--- src/rtl/id_ex_ctrl_stage_if.sv ---
// id_ex_ctrl_stage_if: bundle of decode-side control fields, hazard-unit
// controls and registered execute-side copies for the ID->EX control stage.
// Optional configuration macro: PERF_CNT_EN (adds bubble/taken counters).
// master: decode/hazard side that drives the _d fields and stall/flush.
// slave : the pipeline stage itself.
interface id_ex_ctrl_stage_if #(
  parameter int REG_AW = 5
`ifdef PERF_CNT_EN
  , parameter int CNT_W = 32
`endif
);
  // hazard-unit controls and EX-side ALU flag
  logic              stall_e;
  logic              flush_e;
  logic              zero_e;

  // decoded control for the instruction currently in ID
  logic              valid_d;
  logic              reg_write_d;
  logic [1:0]        result_src_d;
  logic              mem_write_d;
  logic              branch_d;
  logic              jump_d;
  logic              branch_neg_d;
  logic [2:0]        alu_ctrl_d;
  logic              alu_src_d;
  logic [REG_AW-1:0] rd_d;

  // registered control for the instruction currently in EX
  logic              valid_e;
  logic              reg_write_e;
  logic [1:0]        result_src_e;
  logic              mem_write_e;
  logic              branch_e;
  logic              jump_e;
  logic              branch_neg_e;
  logic [2:0]        alu_ctrl_e;
  logic              alu_src_e;
  logic [REG_AW-1:0] rd_e;

  // resolved control-flow and hazard information
  logic              pc_src_e;
  logic              load_in_ex_e;

`ifdef PERF_CNT_EN
  logic [CNT_W-1:0]  bubble_cnt_e;
  logic [CNT_W-1:0]  taken_cnt_e;
`endif

  modport master (
    output stall_e, flush_e, zero_e,
    output valid_d, reg_write_d, result_src_d, mem_write_d, branch_d,
    output jump_d, branch_neg_d, alu_ctrl_d, alu_src_d, rd_d,
    input
`ifdef PERF_CNT_EN
    bubble_cnt_e, taken_cnt_e,
`endif
    valid_e, reg_write_e, result_src_e, mem_write_e, branch_e,
    jump_e, branch_neg_e, alu_ctrl_e, alu_src_e, rd_e,
    pc_src_e, load_in_ex_e
  );

  modport slave (
    input  stall_e, flush_e, zero_e,
    input  valid_d, reg_write_d, result_src_d, mem_write_d, branch_d,
    input  jump_d, branch_neg_d, alu_ctrl_d, alu_src_d, rd_d,
    output
`ifdef PERF_CNT_EN
    bubble_cnt_e, taken_cnt_e,
`endif
    valid_e, reg_write_e, result_src_e, mem_write_e, branch_e,
    jump_e, branch_neg_e, alu_ctrl_e, alu_src_e, rd_e,
    pc_src_e, load_in_ex_e
  );
endinterface

--- src/rtl/id_ex_ctrl_stage.sv ---
// id_ex_ctrl_stage: ID->EX pipeline register for decoded control plus rd.
// Inserts bubbles on flush, holds on stall, resolves branch/jump in EX and
// exports load-in-EX / rd_e for the hazard unit.
// Optional configuration macro: PERF_CNT_EN (saturating bubble and
// taken-branch counters, width CNT_W).
module id_ex_ctrl_stage #(
  parameter int REG_AW = 5
`ifdef PERF_CNT_EN
  , parameter int CNT_W = 32
`endif
) (
  input  logic              clk,
  input  logic              rst_n,
  id_ex_ctrl_stage_if.slave bus
);

  // One packed record keeps the bubble/hold/load cases uniform: a bubble is
  // simply the all-zero record.
  typedef struct packed {
    logic              valid;
    logic              reg_write;
    logic [1:0]        result_src;
    logic              mem_write;
    logic              branch;
    logic              jump;
    logic              branch_neg;
    logic [2:0]        alu_ctrl;
    logic              alu_src;
    logic [REG_AW-1:0] rd;
  } ctrl_t;

  localparam logic [1:0] RES_ALU = 2'b00;
  localparam logic [1:0] RES_MEM = 2'b01;

  ctrl_t w_load;
  ctrl_t r_ctrl;
  logic  w_rd_is_x0;
  logic  w_cond_true;
  logic  w_pc_src;
  logic  w_load_in_ex;

  assign w_rd_is_x0 = (bus.rd_d == '0);

  // Qualify decode fields: invalid slots become bubbles, x0 is never written
  always_comb begin
    w_load = '0;
    if (bus.valid_d) begin
      w_load.valid      = 1'b1;
      w_load.reg_write  = bus.reg_write_d;
      w_load.result_src = bus.result_src_d;
      w_load.mem_write  = bus.mem_write_d;
      w_load.branch     = bus.branch_d;
      w_load.jump       = bus.jump_d;
      w_load.branch_neg = bus.branch_neg_d;
      w_load.alu_ctrl   = bus.alu_ctrl_d;
      w_load.alu_src    = bus.alu_src_d;
      w_load.rd         = bus.rd_d;
      // A write-back to x0 is dropped entirely, so the EX copy must not look
      // like a load either (keeps load-use stalls from firing needlessly).
      if (w_rd_is_x0) begin
        w_load.reg_write  = 1'b0;
        w_load.result_src = RES_ALU;
      end
    end
  end

  // EX register update: reset > flush (bubble) > stall (hold) > load
  always_ff @(posedge clk) begin
    if (!rst_n) begin
      r_ctrl <= '0;
    end else if (bus.flush_e) begin
      r_ctrl <= '0;
    end else if (!bus.stall_e) begin
      r_ctrl <= w_load;
    end
  end

  // Branch condition: zero flag optionally inverted (beq vs bne)
  assign w_cond_true  = bus.zero_e ^ r_ctrl.branch_neg;

  // Bubbles have valid=0, so neither signal can assert for them.
  assign w_pc_src     = r_ctrl.valid & (r_ctrl.jump | (r_ctrl.branch & w_cond_true));
  assign w_load_in_ex = r_ctrl.valid & (r_ctrl.result_src == RES_MEM);

  assign bus.valid_e      = r_ctrl.valid;
  assign bus.reg_write_e  = r_ctrl.reg_write;
  assign bus.result_src_e = r_ctrl.result_src;
  assign bus.mem_write_e  = r_ctrl.mem_write;
  assign bus.branch_e     = r_ctrl.branch;
  assign bus.jump_e       = r_ctrl.jump;
  assign bus.branch_neg_e = r_ctrl.branch_neg;
  assign bus.alu_ctrl_e   = r_ctrl.alu_ctrl;
  assign bus.alu_src_e    = r_ctrl.alu_src;
  assign bus.rd_e         = r_ctrl.rd;
  assign bus.pc_src_e     = w_pc_src;
  assign bus.load_in_ex_e = w_load_in_ex;

`ifdef PERF_CNT_EN
  // Counter 0 counts bubble cycles, counter 1 counts taken, unstalled
  // redirects. Both stop at all-ones rather than wrapping.
  logic [1:0] w_cnt_inc;

  assign w_cnt_inc[0] = ~r_ctrl.valid;
  assign w_cnt_inc[1] = w_pc_src & ~bus.stall_e;

  for (genvar gi = 0; gi < 2; gi++) begin : g_cnt
    logic [CNT_W-1:0] r_cnt;

    // Saturating event counter, cleared by reset
    always_ff @(posedge clk) begin
      if (!rst_n) begin
        r_cnt <= '0;
      end else if (w_cnt_inc[gi] && !(&r_cnt)) begin
        r_cnt <= r_cnt + 1'b1;
      end
    end
  end

  assign bus.bubble_cnt_e = g_cnt[0].r_cnt;
  assign bus.taken_cnt_e  = g_cnt[1].r_cnt;
`endif

endmodule

--- src/flat_wrapper.sv ---
// flat-port wrapper written by rule: the top's interface ports become plain ports
module id_ex_ctrl_stage_flat 
#(
  parameter int REG_AW = 5

)
  (clk, rst_n, bus_stall_e, bus_flush_e, bus_zero_e, bus_valid_d, bus_reg_write_d, bus_result_src_d, bus_mem_write_d, bus_branch_d, bus_jump_d, bus_branch_neg_d, bus_alu_ctrl_d, bus_alu_src_d, bus_rd_d, bus_valid_e, bus_reg_write_e, bus_result_src_e, bus_mem_write_e, bus_branch_e, bus_jump_e, bus_branch_neg_e, bus_alu_ctrl_e, bus_alu_src_e, bus_rd_e, bus_pc_src_e, bus_load_in_ex_e);
  id_ex_ctrl_stage_if #(.REG_AW(REG_AW)) bus_i ();
  input  logic clk;
  input  logic rst_n;
  input wire logic [$bits(bus_i.stall_e)-1:0] bus_stall_e;
  input wire logic [$bits(bus_i.flush_e)-1:0] bus_flush_e;
  input wire logic [$bits(bus_i.zero_e)-1:0] bus_zero_e;
  input wire logic [$bits(bus_i.valid_d)-1:0] bus_valid_d;
  input wire logic [$bits(bus_i.reg_write_d)-1:0] bus_reg_write_d;
  input wire logic [$bits(bus_i.result_src_d)-1:0] bus_result_src_d;
  input wire logic [$bits(bus_i.mem_write_d)-1:0] bus_mem_write_d;
  input wire logic [$bits(bus_i.branch_d)-1:0] bus_branch_d;
  input wire logic [$bits(bus_i.jump_d)-1:0] bus_jump_d;
  input wire logic [$bits(bus_i.branch_neg_d)-1:0] bus_branch_neg_d;
  input wire logic [$bits(bus_i.alu_ctrl_d)-1:0] bus_alu_ctrl_d;
  input wire logic [$bits(bus_i.alu_src_d)-1:0] bus_alu_src_d;
  input wire logic [$bits(bus_i.rd_d)-1:0] bus_rd_d;
  output wire logic [$bits(bus_i.valid_e)-1:0] bus_valid_e;
  output wire logic [$bits(bus_i.reg_write_e)-1:0] bus_reg_write_e;
  output wire logic [$bits(bus_i.result_src_e)-1:0] bus_result_src_e;
  output wire logic [$bits(bus_i.mem_write_e)-1:0] bus_mem_write_e;
  output wire logic [$bits(bus_i.branch_e)-1:0] bus_branch_e;
  output wire logic [$bits(bus_i.jump_e)-1:0] bus_jump_e;
  output wire logic [$bits(bus_i.branch_neg_e)-1:0] bus_branch_neg_e;
  output wire logic [$bits(bus_i.alu_ctrl_e)-1:0] bus_alu_ctrl_e;
  output wire logic [$bits(bus_i.alu_src_e)-1:0] bus_alu_src_e;
  output wire logic [$bits(bus_i.rd_e)-1:0] bus_rd_e;
  output wire logic [$bits(bus_i.pc_src_e)-1:0] bus_pc_src_e;
  output wire logic [$bits(bus_i.load_in_ex_e)-1:0] bus_load_in_ex_e;
  assign bus_i.stall_e = bus_stall_e;
  assign bus_i.flush_e = bus_flush_e;
  assign bus_i.zero_e = bus_zero_e;
  assign bus_i.valid_d = bus_valid_d;
  assign bus_i.reg_write_d = bus_reg_write_d;
  assign bus_i.result_src_d = bus_result_src_d;
  assign bus_i.mem_write_d = bus_mem_write_d;
  assign bus_i.branch_d = bus_branch_d;
  assign bus_i.jump_d = bus_jump_d;
  assign bus_i.branch_neg_d = bus_branch_neg_d;
  assign bus_i.alu_ctrl_d = bus_alu_ctrl_d;
  assign bus_i.alu_src_d = bus_alu_src_d;
  assign bus_i.rd_d = bus_rd_d;
  assign bus_valid_e = bus_i.valid_e;
  assign bus_reg_write_e = bus_i.reg_write_e;
  assign bus_result_src_e = bus_i.result_src_e;
  assign bus_mem_write_e = bus_i.mem_write_e;
  assign bus_branch_e = bus_i.branch_e;
  assign bus_jump_e = bus_i.jump_e;
  assign bus_branch_neg_e = bus_i.branch_neg_e;
  assign bus_alu_ctrl_e = bus_i.alu_ctrl_e;
  assign bus_alu_src_e = bus_i.alu_src_e;
  assign bus_rd_e = bus_i.rd_e;
  assign bus_pc_src_e = bus_i.pc_src_e;
  assign bus_load_in_ex_e = bus_i.load_in_ex_e;
  id_ex_ctrl_stage #(.REG_AW(REG_AW)) u_core (.clk(clk), .rst_n(rst_n), .bus(bus_i));
endmodule
--- config.mk ---
export PLATFORM = sky130hd
export DESIGN_NAME = id_ex_ctrl_stage_flat
export DESIGN_NICKNAME = d
export VERILOG_FILES = /design/src/rtl/id_ex_ctrl_stage_if.sv /design/src/rtl/id_ex_ctrl_stage.sv /design/src/flat_wrapper.sv
export SDC_FILE = /design/constraint.sdc
export NUM_CORES = 1
export LEC_CHECK = 0
export ABC_AREA = 1
export CORE_ASPECT_RATIO = 0.7
export CORE_MARGIN = 4
export CORE_UTILIZATION = 35
export CTS_CLUSTER_SIZE = 16
export DETAILED_ROUTE_END_ITERATION = 8
export GPL_ROUTABILITY_DRIVEN = 1
export GPL_TIMING_DRIVEN = 0
export PLACE_DENSITY = 0.73
export SETUP_SLACK_MARGIN = 0.1
export SYNTH_ARGS = -nofsm -noshare
export SYNTH_HDL_FRONTEND = slang
export SYNTH_SLANG_ARGS = --single-unit
--- constraint.sdc ---
create_clock -name clk -period 1.05 [get_ports clk]
set_clock_uncertainty 0.05 [all_clocks]
set_input_delay 0.2625 -clock clk [delete_from_list [all_inputs] [get_ports clk]]
set_output_delay 0.2625 -clock clk [all_outputs]
set_load 0.01 [all_outputs]
==> summary.txt <==
Run status
  • Result of the run: complete, but fails checks
  • Failing checks: negative setup slack

Pwr
  • Max VDD drop: 817.1 µV
  • Static Leak: 0.5922 nW
  • Pwr dens: 923.6 nW/µm²

Floorplanning
  • Starting density of the core: 38.85%
  • Row count: 13
  • Overall die area: 2987 µm²
  • Die span in y: 46.94 µm
  • Top-Level Pins: 41
  • Die Width: 63.63 µm
  • Core area: 1952 µm²

GRT
  • Vias in the first global route: 733
  • Pin count of the biggest net entering global routing: 11
  • Initial antenna violation count: 0
  • Global Route Usage Sum: 14.87%
  • Wire length of the first global-routing pass: 3.277 mm
  • Sum of overflow across all layers after global routing: 0

Routing
  • DRC violation count after routing: 0
  • Met1 wire length: 938 µm
  • Met2 wirelength from detailed routing: 967 µm
  • Per-cell routed wire length: 12.67 µm
  • Uppermost routed layer: met4
  • Met3 WL: 185 µm
  • Total detailed-routing wirelength: 2.129 mm
  • Detailed router's first-iteration violation count: 29
  • Vias per Instance: 4.613
  • Count of TritonRoute iterations in the first routing pass: 4
  • Residual antenna-violating net count after detailed routing: 0
  • Detailed-route via count: 775

Worst setup path
  • Crit-path max cell delay: 0.34 ns
  • Crit path max-delay cell type: dfxtp_2
  • Critical path type: reg2out
  • Largest driver fanout on the critical path: 3
  • Count of buffering cells on the critical path with inverters included: 1
  • Reg-to-reg endpoint: u_core.bus.result_src_e[0]$_SDFFE_PP0N_
  • Cells on worst reg2reg path: 4
  • Required time of the critical path: 0.74 ns
  • Arrival time at the worst endpoint: 1.09 ns
  • Cell Chain, Critical Path: or2_4, nand3_2, a21boi_2, buf_2
  • Startpoint of the worst register-to-register path: u_core.bus.result_src_e[0]$_SDFFE_PP0N_
  • Worst R2R Setup Slack: 0.19 ns
  • Startpoint types: register
  • Type of element capturing the critical path: output port
  • Kind of cell with the highest combined delay on the critical path: flip-flops

Place
  • Post-place setup slack: -0.8258 ns
  • Placer congestion estimate: 0.7437
  • Post-DP HPWL: 1.527 mm
  • Port bufs: 39

Yosys
  • Area share of the largest cell type after synthesis: 44.88%
  • Post-synthesis area per instance: 8.153 µm²
  • Cell types occupying the most area after synthesis: dfxtp_1, nand2_1, a21oi_2
  • Async set-or-reset flop fraction in the synthesized netlist: 0%
  • Post-synthesis cell area: 758.2 µm²
  • Cell count after synthesis: 93
  • Post-synth top area cell: dfxtp_1
  • Post-synth EDFFs: 0
  • Flip-flop and latch count after synthesis: 17
  • Most used flip-flop cell after synthesis: dfxtp_1
  • Syn nets: 115
  • Number of warnings reported in the yosys synthesis log: 0
  • Distinct cell type count of the synthesized netlist: 17
  • Sequential cell area fraction in the yosys report: 44.88%

Clock network
  • Max clock buf depth: 2
  • Buffer type at the clock tree root: clkbuf_4
  • Clock Latency Late Sink: 0.29 ns
  • Clock-pin slew on the worst setup and hold paths: 0.10 ns
  • Sinks on the clock net: 17
  • Number of H-tree branching levels: 1
  • TritonCTS buffer count: 3
  • TritonCTS clock tree: done
  • CTS Hold Bufs: 0

Min path
  • Depth of the worst hold-timing path: 3
  • Hold endpoint: u_core.bus.rd_e[4]$_SDFFE_PP0N_
  • Path type of the worst min-delay path: in2reg
  • Hold path startpoint: bus_stall_e

Finish
  • Fraction of final layout cells sized beyond drive strength 1: 57.53%
  • Flip-flop and latch area: 361.6 µm²
  • Combined area of the multi-input logic cells: 367.9 µm²
  • Nets@finish: 169
  • Ant diodes: 0
  • Synth-to-layout area growth: 81.35%
  • # fillers: 158

Timing
  • Pins Over Slew Limit: 0
  • Number of failing setup endpoints in the final timing report: 15
  • Hold Violations, Final: 0
  • Relative slew slack: 86.64%
  • Slew at the pin closest to its max-slew limit: 0.2004 ns
  • Sum Neg Setup Slack: -1.053 ns
  • F_max: 714.9 MHz
  • Setup WS post-layout: -0.3488 ns
  • Shortest clock period the worst path allows after layout: 1.399 ns
  • Fraction of the cycle the final worst path needs: 133.2%
  • RSZ-0062 raised after global routing: yes

Job
  • Max Cap Violations: 0
[how the worst max path moves through the flow]
stage / startpoint / endpoint / depth (start not counted)
finish: u_core.bus.branch_neg_e$_SDFFE_PP0N_ / bus_pc_src_e / 4
CTS: u_core.bus.branch_neg_e$_SDFFE_PP0N_ / bus_pc_src_e / 4
floorplan: u_core.bus.branch_neg_e$_SDFFE_PP0N_ / bus_pc_src_e / 3
detailed placement: bus_zero_e / bus_pc_src_e / 5
global placement: bus_zero_e / bus_pc_src_e / 5
global route: u_core.bus.branch_neg_e$_SDFFE_PP0N_ / bus_pc_src_e / 4
[cell usage in the layout, fill, tap and decap left out, drive strengths merged, types with 3 or more instances in the layout]
cell,count
dlygate4sd2,6
clkbuf,3
nor2,6
nand2,37
inv,7
dfxtp,17
a21oi,17
buf,33
clkdlybuf4s50,12
[synthesized netlist by cell type (2+ instances only)]
cell type and instances:
a21oi_1 7, a21oi_2 10, dfxtp_1 17, inv_1 6
nand2_1 26, nand2_2 10, nand3_1 2, nor2_1 6
[per-stage QoR]
stage | cells | utilization [%] | cell area (µm²) | hold slack (ns) | power [mW]
6_report | 168 | 70.45 | 1375 | 0.1711 | 1.270
5_1_grt | 168 | 70.45 | 1375 | 0.1574 | 1.329
4_1_cts | 165 | 68.33 | 1334 | 0.1603 | 1.278
3_5_place_dp | 154 | 60.90 | 1189 | 0.4019 | 0.9035
3_3_place_gp | 154 | 60.90 | 1189 | 0.3940 | 0.9005
2_1_floorplan | 93 | - | 770.7 | 0.3413 | 0.7772
[layout make-up]
type,count,share of cell area (%)
clock inverter,1,0.3640
clock buffer,3,1.638
multi-input combinational,64,26.75
timing repair buffer,49,36.76
buffer,4,3.731
inverter,8,2.457
tap,22,2.002
sequential,17,26.30
[report_power, final]
part,switching (mW),internal [mW],total (mW)
logic,0.107,0.147,0.253
registers,0.0100,0.660,0.670
clock network,0.205,0.142,0.347
total,0.322,0.948,1.27
[cells by family (layout without fill, tap and decap cells)]
group	Yosys count	in the layout	synth area share (%)
buf+inv	12	65	10.23
compound gates	18	18	17.16
simple gates	46	46	27.72
flops	17	17	44.88
[layer usage]
metal | global-route usage (%) | vias to the layer above
met3 | 4.785 | 4
met4 | 6.438 | 0
li1 | - | 399
met5 | 0 | -
met2 | 25.52 | 30
met1 | 17.75 | 342
[repair_timing]
item	in CTS	in global routing
setup endpoints to repair	32	25
pin swaps	7	3
cloned	1	0
gates resized for setup	122	6
buffers inserted	6	3
[sequential cells by signal, summed over array words and instances, names as in the netlist]
register                 cells
u_core.bus.branch_e          1
u_core.bus.reg_write_e       1
u_core.bus.jump_e            1
u_core.bus.result_src_e      2
u_core.bus.alu_ctrl_e        3
u_core.bus.branch_neg_e      1
u_core.bus.alu_src_e         1
u_core.bus.mem_write_e       1
u_core.bus.valid_e           1
u_core.bus.rd_e              5
[worst reg2reg max path, cell delays in order (launching register included)]
cell and delay (ns):
dfxtp_2 0.35, buf_6 0.10, buf_4 0.09, nand2_1 0.05
a21oi_1 0.15
Note: power is estimated with default switching activity, not from simulation.
